<file path="src/rtl/update_knn5_udiv_seq.sv">
`default_nettype none
// ============================================================================
// Module   : update_knn5_udiv_seq
// Brief    : Sequential restoring radix-2 unsigned divider, one quotient bit
//            per enabled cycle, valid/ready handshake and global ce stall.
// Revision : 1.0 - initial release
// ============================================================================
module update_knn5_udiv_seq #(
    parameter int DIVIDEND_WIDTH = 32,
    parameter int DIVISOR_WIDTH  = 15
) (
    input  logic                      clk,
    input  logic                      reset,
    input  logic                      ce,
    input  logic                      in_valid,
    output logic                      in_ready,
    input  logic [DIVIDEND_WIDTH-1:0] dividend,
    input  logic [DIVISOR_WIDTH-1:0]  divisor,
    output logic                      out_valid,
    input  logic                      out_ready,
    output logic [DIVIDEND_WIDTH-1:0] quotient,
    output logic [DIVISOR_WIDTH-1:0]  remainder,
    output logic                      div_by_zero
);

    localparam int c_CNT_W = $clog2(DIVIDEND_WIDTH);
    localparam logic [c_CNT_W-1:0] c_LAST = c_CNT_W'(DIVIDEND_WIDTH - 1);

    localparam logic [1:0] c_IDLE = 2'd0;
    localparam logic [1:0] c_BUSY = 2'd1;
    localparam logic [1:0] c_DONE = 2'd2;

    logic [1:0]                r_state;
    logic [1:0]                w_state_nx;
    logic [c_CNT_W-1:0]        r_cnt;
    logic [DIVIDEND_WIDTH-1:0] r_dvd;
    logic [DIVISOR_WIDTH-1:0]  r_dvs;
    logic                      r_zero;
    logic [DIVISOR_WIDTH:0]    r_rem;
    logic [DIVIDEND_WIDTH-1:0] r_q;

    logic                      w_accept;
    logic                      w_last;
    logic [DIVISOR_WIDTH:0]    w_rem_sh;
    logic                      w_ge;
    logic [DIVISOR_WIDTH:0]    w_rem_nx;
    logic [DIVIDEND_WIDTH-1:0] w_q_nx;

    // One restoring step: bring down the next dividend bit, subtract if it fits.
    assign w_accept = in_valid & in_ready;
    assign w_last   = (r_cnt == c_LAST);
    assign w_rem_sh = {r_rem[DIVISOR_WIDTH-1:0], r_dvd[DIVIDEND_WIDTH-1]};
    assign w_ge     = (w_rem_sh >= {1'b0, r_dvs});
    assign w_rem_nx = w_ge ? (w_rem_sh - {1'b0, r_dvs}) : w_rem_sh;
    assign w_q_nx   = {r_q[DIVIDEND_WIDTH-2:0], w_ge};

    always_ff @(posedge clk) begin
        if (reset) begin
            r_state <= c_IDLE;
        end else if (ce) begin
            r_state <= w_state_nx;
        end
    end

    always_comb begin
        w_state_nx = r_state;
        case (r_state)
            c_IDLE:  if (in_valid) w_state_nx = c_BUSY;
            c_BUSY:  if (w_last) w_state_nx = c_DONE;
            c_DONE:  if (out_ready) w_state_nx = c_IDLE;
            default: w_state_nx = c_IDLE;
        endcase
    end

    always_comb begin
        in_ready  = (r_state == c_IDLE);
        out_valid = (r_state == c_DONE);
    end

    always_ff @(posedge clk) begin
        if (reset) begin
            r_cnt       <= '0;
            r_dvd       <= '0;
            r_dvs       <= '0;
            r_zero      <= 1'b0;
            r_rem       <= '0;
            r_q         <= '0;
            quotient    <= '0;
            remainder   <= '0;
            div_by_zero <= 1'b0;
        end else if (ce) begin
            if (w_accept) begin
                r_dvd  <= dividend;
                r_dvs  <= divisor;
                r_zero <= (divisor == '0);
                r_rem  <= '0;
                r_q    <= '0;
                r_cnt  <= '0;
            end else if (r_state == c_BUSY) begin
                r_dvd <= {r_dvd[DIVIDEND_WIDTH-2:0], 1'b0};
                r_rem <= w_rem_nx;
                r_q   <= w_q_nx;
                r_cnt <= r_cnt + 1'b1;
                // Divide-by-zero overrides whatever the iteration produced.
                if (w_last) begin
                    quotient    <= r_zero ? '1 : w_q_nx;
                    remainder   <= r_zero ? '0 : w_rem_nx[DIVISOR_WIDTH-1:0];
                    div_by_zero <= r_zero;
                end
            end
        end
    end

endmodule
`default_nettype wire
</file>
<file path="config.mk">
export PLATFORM = sky130hd
export DESIGN_NAME = update_knn5_udiv_seq
export DESIGN_NICKNAME = d
export VERILOG_FILES = /design/src/rtl/update_knn5_udiv_seq.sv
export SDC_FILE = /design/constraint.sdc
export NUM_CORES = 1
export LEC_CHECK = 0
export BUFFER_PORTS_ARGS = -buffer_cell sky130_fd_sc_hd__buf_2
export CAP_MARGIN = 20
export CORE_ASPECT_RATIO = 1.2
export CORE_MARGIN = 2
export CORE_UTILIZATION = 57
export CTS_BUF_LIST = sky130_fd_sc_hd__clkbuf_16
export DETAILED_ROUTE_END_ITERATION = 8
export PLACE_DENSITY = 0.8
export REMOVE_ABC_BUFFERS = 1
export SLEW_MARGIN = 20
export SYNTH_ARGS = -nofsm -noshare
export SYNTH_HDL_FRONTEND = slang
export SYNTH_SLANG_ARGS = --single-unit
</file>
<file path="constraint.sdc">
create_clock -name clk -period 2.9 [get_ports clk]
set_clock_uncertainty 0.1 [all_clocks]
set_input_delay 0.58 -clock clk [delete_from_list [all_inputs] [get_ports clk]]
set_output_delay 0.58 -clock clk [all_outputs]
set_load 0.05 [all_outputs]
</file>
==> flow_metrics.env, run 1 <==
export IMPL_cts_buffer_depth=2
export IMPL_ctsHtreeMaxLevel=4
export IMPL_r2r_start="r_dvd[31]$_SDFFE_PP0P_"
export IMPL_fp_dieW_um=104
export IMPL_worstPathMaxFanout=20
export IMPL_initial_core_util=0.588
export IMPL_drcViolationCount=0
export IMPL_r2r_slack_ns=0.18
export IMPL_cap_viol_max_count=0
export IMPL_vias=6365
export IMPL_multiInputGateArea_um2=3520
export IMPL_cp_cell_sequence="inv_1, ha_1, fa_1, nand2b_1, a21oi_1, o21ai_1, a21oi_4, buf_4, o32ai_1, o211ai_1"
export IMPL_grt_pass1_wl_mm=28.7
export IMPL_seq_area_frac_synth=0.437
export IMPL_timing_rr_end="r_rem[14]$_SDFFE_PP0P_"
export IMPL_crit_path_start="r_dvd[31]$_SDFFE_PP0P_"
export IMPL_dp_hpwl_mm=12.2
export IMPL_vias_per_cell=5.94
export IMPL_fill_cells=974
export IMPL_path_depth=10
export IMPL_holdWs_ns=0.307
export IMPL_synth_top_flop_cell="dfxtp_1"
export IMPL_clock_fmax_ghz=0.368
export IMPL_yosys_warnings=0
export IMPL_firstDrtPassIters=7
export IMPL_critPathLaunchType="register"
export IMPL_power_mw=5.20
export IMPL_syn_inst=823
export IMPL_reg2regPathDepth=10
export IMPL_cts_sinks=149
export IMPL_grt_antenna_before_repair=0
export IMPL_regArea_um2=2980
export IMPL_leakage_nw=3.30
export IMPL_clk_latency_ns=0.42
export IMPL_final_setup_viol_count=0
export IMPL_critPathTopFamily="compound AO/OA/AOI/OAI gates"
export IMPL_crit_arrival_ns=2.95
export IMPL_io_pins=102
export IMPL_wire_per_inst_um=16.7
export IMPL_first_global_vias=6060
export IMPL_postLayoutCellArea_um2=8080
export IMPL_grt_total_usage=0.275
export IMPL_cp_end_kind="register"
export IMPL_area_delta_synth_final_pct=18.2
export IMPL_wl_mm=17.8
export IMPL_cts_tree="built"
export IMPL_timing_final_crit_period_ns=2.72
export IMPL_port_buffers=101
export IMPL_preCtsSetupSlack_ns=0.159
export IMPL_hold_viol_final=0
export IMPL_clk_pin_slew_ns=0.07
export IMPL_crit_type="register to register"
export IMPL_hold_path_class="input port to register"
export IMPL_critPathMaxStageDelay_ns=0.41
export IMPL_drive_above_1_share=0.194
export IMPL_ys_ff_latch=149
export IMPL_fin_crit_sh=0.936
export IMPL_cts_buffers=17
export IMPL_ant_nets=0
export IMPL_worst_slack_ns=0.184
export IMPL_finalNetCount=971
export IMPL_worst_pin_slew_ns=0.727
export IMPL_slew_headroom=0.515
export IMPL_place_congestion=0.904
export IMPL_irDropWorstVdd_uv=465
export IMPL_grt_ovfl_total=0
export IMPL_drtIter0Drc=392
export IMPL_coreArea_um2=11600
export IMPL_synth_edf_count=0
export IMPL_synth_avg_cell_area_um2=8.30
export IMPL_cp_slowest_cell="fa_1"
export IMPL_place_area_um2=7470
export IMPL_antenna_cells=0
export IMPL_cp_required_ns=3.14
export IMPL_grt_max_degree=59
export IMPL_cp_num_buf_inv=2
export IMPL_row_count=43
export IMPL_post_cts_setup_buffer_count=0
export IMPL_async_reset_ff_frac=0
export IMPL_die_area_um2=12900
export IMPL_slew_violations=0
export IMPL_cts_root_buf="clkbuf_16"
export IMPL_die_y_um=124
export IMPL_syn_area_um2=6830
export IMPL_ys_types=59
export IMPL_critPathCapture="r_rem[14]$_SDFFE_PP0P_"
export IMPL_rsz0062_at_grt="no"
export IMPL_status="finished clean"
export IMPL_powerDensity_nw_per_um2=644
-- layout by cell type (no fill, tap or decap), types with 4 or more instances in the layout --
cell / count
a211oi_1: 16
a21o_1: 6
a21oi_1: 45
a22oi_1: 49
a32o_1: 4
buf_2: 100
buf_4: 25
clkbuf_16: 17
clkinv_8: 4
dfxtp_1: 149
ha_1: 17
inv_1: 20
inv_6: 4
inv_8: 5
mux2i_1: 17
nand2_1: 111
nand2b_1: 7
nand3_1: 4
nand4_1: 4
nor2_1: 100
nor2b_1: 4
nor3_1: 72
nor4_1: 8
o211ai_1: 24
o211ai_2: 10
o21ai_0: 20
o31a_1: 5
xnor2_1: 6
xor2_1: 4
-- tightest hold or removal path, cell delays in order --
cell and delay [ns]:
buf_2 0.10, nand2_1 0.05, a21oi_1 0.05
-- timing repair --
item | CTS | global route
hold buffers | 0 | 0
endpoints found under the setup margin | 0 | 17
gates resized for setup | 0 | 1
-- cell type report --
| class | instances | area share |
|---|---|---|
| repair buffers | 126 | 0.0877 |
| multi-input cells | 587 | 0.435 |
| inverters | 20 | 0.00929 |
| flip-flops and latches | 149 | 0.369 |
| clock inverters | 15 | 0.0215 |
| well taps | 157 | 0.0243 |
| clock buffers | 17 | 0.0527 |
-- cells by family (layout without fill, tap and decap cells) --
kind of cell | Yosys count | count (layout) | share of synthesized area
compound gates | 211 | 211 | 0.225
flops | 149 | 149 | 0.437
xor+xnor | 10 | 10 | 0.0128
mux | 18 | 18 | 0.0266
fa+ha+maj | 18 | 18 | 0.0341
buf+inv | 87 | 178 | 0.0515
simple gates | 330 | 330 | 0.214
-- Yosys cell counts, types with 6 or more instances --
cell type / count / area share
a211oi_1: 16 / 0.018
a21oi_1: 45 / 0.033
o211ai_1: 24 / 0.026
nand2_1: 111 / 0.061
buf_2: 8 / 0.0059
xnor2_1: 6 / 0.0077
mux2i_1: 17 / 0.025
nor4_1: 8 / 0.0073
dfxtp_1: 149 / 0.44
nor2_1: 102 / 0.056
inv_1: 20 / 0.011
nand2b_1: 7 / 0.0064
clkbuf_1: 52 / 0.029
o21ai_0: 20 / 0.015
nor3_1: 72 / 0.053
o211ai_2: 10 / 0.018
a22oi_1: 49 / 0.054
ha_1: 17 / 0.031
a21o_1: 6 / 0.0066
-- power breakdown --
group,leakage (nW),internal (mW),total (mW),switching (mW)
clock,0.294,1.17,2.20,1.03
combinational,1.80,0.321,0.870,0.549
sequential,1.21,2.10,2.13,0.0363
-- routing by layer --
metal / global-route usage / up-vias / wire length [um]
li1: - / 3108 / -
met1: 0.317 / 3035 / 7230
met5: 0 / - / 0
met2: 0.496 / 192 / 9130
met3: 0.0570 / 30 / 958
met4: 0.124 / 0 / 525
-- flip-flops by register name, indices dropped and copies added (netlist names) --
name         count
div_by_zero      1
quotient        32
r_cnt            5
r_dvd           32
r_dvs           15
r_q             31
r_rem           15
r_state          2
r_zero           1
remainder       15
-- worst min-delay path by stage --
stage / start / end / slack (ns) / cells past startpoint
after floorplan: r_dvd[17]$_SDFFE_PP0P_ / r_dvd[17]$_SDFFE_PP0P_ / 0.33 / 2
after global placement: r_dvd[14]$_SDFFE_PP0P_ / r_dvd[14]$_SDFFE_PP0P_ / 0.34 / 2
after detailed placement: r_dvd[11]$_SDFFE_PP0P_ / r_dvd[11]$_SDFFE_PP0P_ / 0.35 / 2
after CTS: divisor[4] / r_dvs[4]$_SDFFE_PP0P_ / 0.30 / 3
after global routing: divisor[7] / r_dvs[7]$_SDFFE_PP0P_ / 0.32 / 3
final: dividend[0] / r_dvd[0]$_SDFFE_PP0P_ / 0.31 / 3
-- per-stage QoR --
step / TNS [ns] / cells / util
finish: 0 / 1071 / 0.695
global route: 0 / 1071 / 0.695
CTS: 0 / 1071 / 0.694
detailed placement: 0 / 1039 / 0.643
global placement: 0 / 1039 / 0.643
floorplan: -49.42 / 756 / -
Note: power is estimated with default switching activity, not from simulation.
==> inputs of run 2 (changes only) <==
CORE_UTILIZATION = 55   (was 57)
CTS_CLUSTER_DIAMETER = 60   (was unset)
HOLD_SLACK_MARGIN = 0.02   (was unset)
PLACE_DENSITY = 0.77   (was 0.8)
==> flow_metrics.env, run 2 (same netlist as run 1, synthesis figures left out) <==
export IMPL_route_met2_wl_mm=9.12
export IMPL_holdWs_ns=0.291
export IMPL_first_global_vias=6150
export IMPL_cts_tree="built"
export IMPL_ctsHtreeMaxLevel=4
export IMPL_hold_path_class="input port to register"
export IMPL_dp_hpwl_mm=12.2
export IMPL_cp_cell_sequence="inv_1, ha_1, fa_1, nand2b_1, a21oi_1, o21ai_1, a21oi_4, nand2b_1, buf_12, o211ai_1"
export IMPL_crit_type="register to register"
export IMPL_cts_buffers=17
export IMPL_area_delta_synth_final_pct=18.2
export IMPL_worst_pin_slew_ns=0.893
export IMPL_firstDrtPassIters=5
export IMPL_top_layer="met4"
export IMPL_cp_num_buf_inv=2
export IMPL_routed_wl_met3_mm=1.01
export IMPL_fill_cells=964
export IMPL_powerDensity_nw_per_um2=643
export IMPL_clock_fmax_ghz=0.364
export IMPL_drcViolationCount=0
export IMPL_finalSetupTns_ns=0
export IMPL_irDropWorstVdd_uv=505
export IMPL_status="finished clean"
export IMPL_cp_required_ns=3.11
export IMPL_grt_max_degree=119
export IMPL_slew_headroom=0.405
export IMPL_cp_common_cell="nand2b_1"
export IMPL_cts_root_buf="clkbuf_16"
export IMPL_cts_buffer_depth=2
export IMPL_critPathTopFamily="compound AO/OA/AOI/OAI gates"
export IMPL_fin_crit_sh=0.946
export IMPL_grt_pass1_wl_mm=29.2
export IMPL_port_buffers=101
export IMPL_wire_per_inst_um=16.6
export IMPL_wl_mm=17.8
export IMPL_crit_arrival_ns=2.95
export IMPL_finalNetCount=968
export IMPL_antenna_cells=0
export IMPL_worstPathMaxFanout=17
export IMPL_die_y_um=126
export IMPL_fin_cells=1072
export IMPL_grt_total_usage=0.272
export IMPL_hold_viol_final=0
export IMPL_io_pins=102
export IMPL_rsz0062_at_grt="no"
export IMPL_die_area_um2=13300
export IMPL_critPathMaxStageDelay_ns=0.40
export IMPL_wl_met1_mm=7.24
export IMPL_timing_final_crit_period_ns=2.74
export IMPL_slew_violations=0
export IMPL_preCtsSetupSlack_ns=0.0627
export IMPL_drtIter0Drc=286
export IMPL_cp_end_kind="register"
export IMPL_drive_above_1_share=0.191
export IMPL_post_cts_setup_buffer_count=0
export IMPL_grt_ovfl_total=0
export IMPL_final_util=0.667
export IMPL_final_setup_viol_count=0
export IMPL_grt_antenna_before_repair=0
export IMPL_worst_slack_ns=0.155
export IMPL_cap_viol_max_count=0
export IMPL_dpl_cell_count=1040
export IMPL_fp_dieW_um=106
export IMPL_coreArea_um2=12100
export IMPL_ant_nets=0
export IMPL_place_congestion=0.953
export IMPL_initial_core_util=0.564
export IMPL_cp_slowest_cell="fa_1"
export IMPL_critPathLaunchType="register"
export IMPL_final_common_cell="dfxtp_1"
export IMPL_cts_hold_buf=0
export IMPL_clk_latency_ns=0.44
export IMPL_cts_sinks=149
export IMPL_clk_pin_slew_ns=0.07
export IMPL_reg_top3="quotient (32), r_dvd (32), r_q (31)"
export IMPL_vias_per_cell=5.91
export IMPL_row_count=44
export IMPL_vias=6340
export IMPL_layout_common_cells="149 x dfxtp_1, 111 x nand2_1, 100 x nor2_1, 100 x buf_2, 72 x nor3_1"
export IMPL_leakage_nw=3.30
[run 2: cell types whose count changed in the layout (fill, tap and decap cells not counted)]
| cell | before | now |
|---|---|---|
| clkinv_2 | 0 | 1 |
| clkinv_8 | 4 | 1 |
| inv_8 | 5 | 2 |
| buf_12 | 1 | 3 |
| bufinv_16 | 0 | 1 |
| clkinv_4 | 2 | 4 |
| buf_4 | 25 | 20 |
| inv_6 | 4 | 6 |
[run 2: final cells by class]
cell class | count | area, um^2 | area share
Tap cell | 161 | 201 | 0.0249
Multi-Input combinational cell | 587 | 3520 | 0.436
Clock inverter | 15 | 161 | 0.0200
Inverter | 20 | 75.1 | 0.00930
Timing Repair Buffer | 123 | 711 | 0.0880
Clock buffer | 17 | 425 | 0.0527
Sequential cell | 149 | 2980 | 0.369
[run 2: power breakdown]
part	internal, mW	switching, mW
Combinational	0.326	0.552
Clock	1.22	0.965
Sequential	2.10	0.0343
Total	3.64	1.55
[run 2: what timing repair did]
item	4_1_cts	5_1_grt
resized for setup	0	1
endpoints found under the hold margin	0	0
endpoints found under the setup margin	0	22
[run 2: per-layer routing]
| metal | vias to the layer above | track usage |
|---|---|---|
| li1 | 3095 | - |
| met2 | 180 | 0.467 |
| met5 | - | 0 |
| met3 | 36 | 0.0756 |
| met1 | 3029 | 0.324 |
| met4 | 0 | 0.102 |
[run 2: worst register-to-register path, stage by stage (launching register included)]
cell and delay [ns]:
dfxtp_1 0.37, inv_1 0.06, ha_1 0.22, fa_1 0.40
nand2b_1 0.19, a21oi_1 0.22, o21ai_1 0.15, a21oi_4 0.33
nand2b_1 0.27, buf_12 0.20, o211ai_1 0.11
[run 2: worst paths after layout]
path / end / start / cells past startpoint / slack (ns)
worst max-delay path: remainder[1]$_SDFFE_PP0P_ / r_dvd[31]$_SDFFE_PP0P_ / 10 / 0.16
worst min-delay path: r_dvd[0]$_SDFFE_PP0P_ / dividend[0] / 3 / 0.29
worst max register to register: remainder[1]$_SDFFE_PP0P_ / r_dvd[31]$_SDFFE_PP0P_ / 10 / 0.16
worst min register to register: r_dvs[9]$_SDFFE_PP0P_ / r_dvs[9]$_SDFFE_PP0P_ / 2 / 0.35
[run 2: metrics by stage]
step	cell area (um^2)	power (mW)
final	8070	5.19
after global placement	7480	3.00
after detailed placement	7480	3.03
after CTS	8070	5.19
after floorplan	6560	2.70
after global routing	8070	5.38
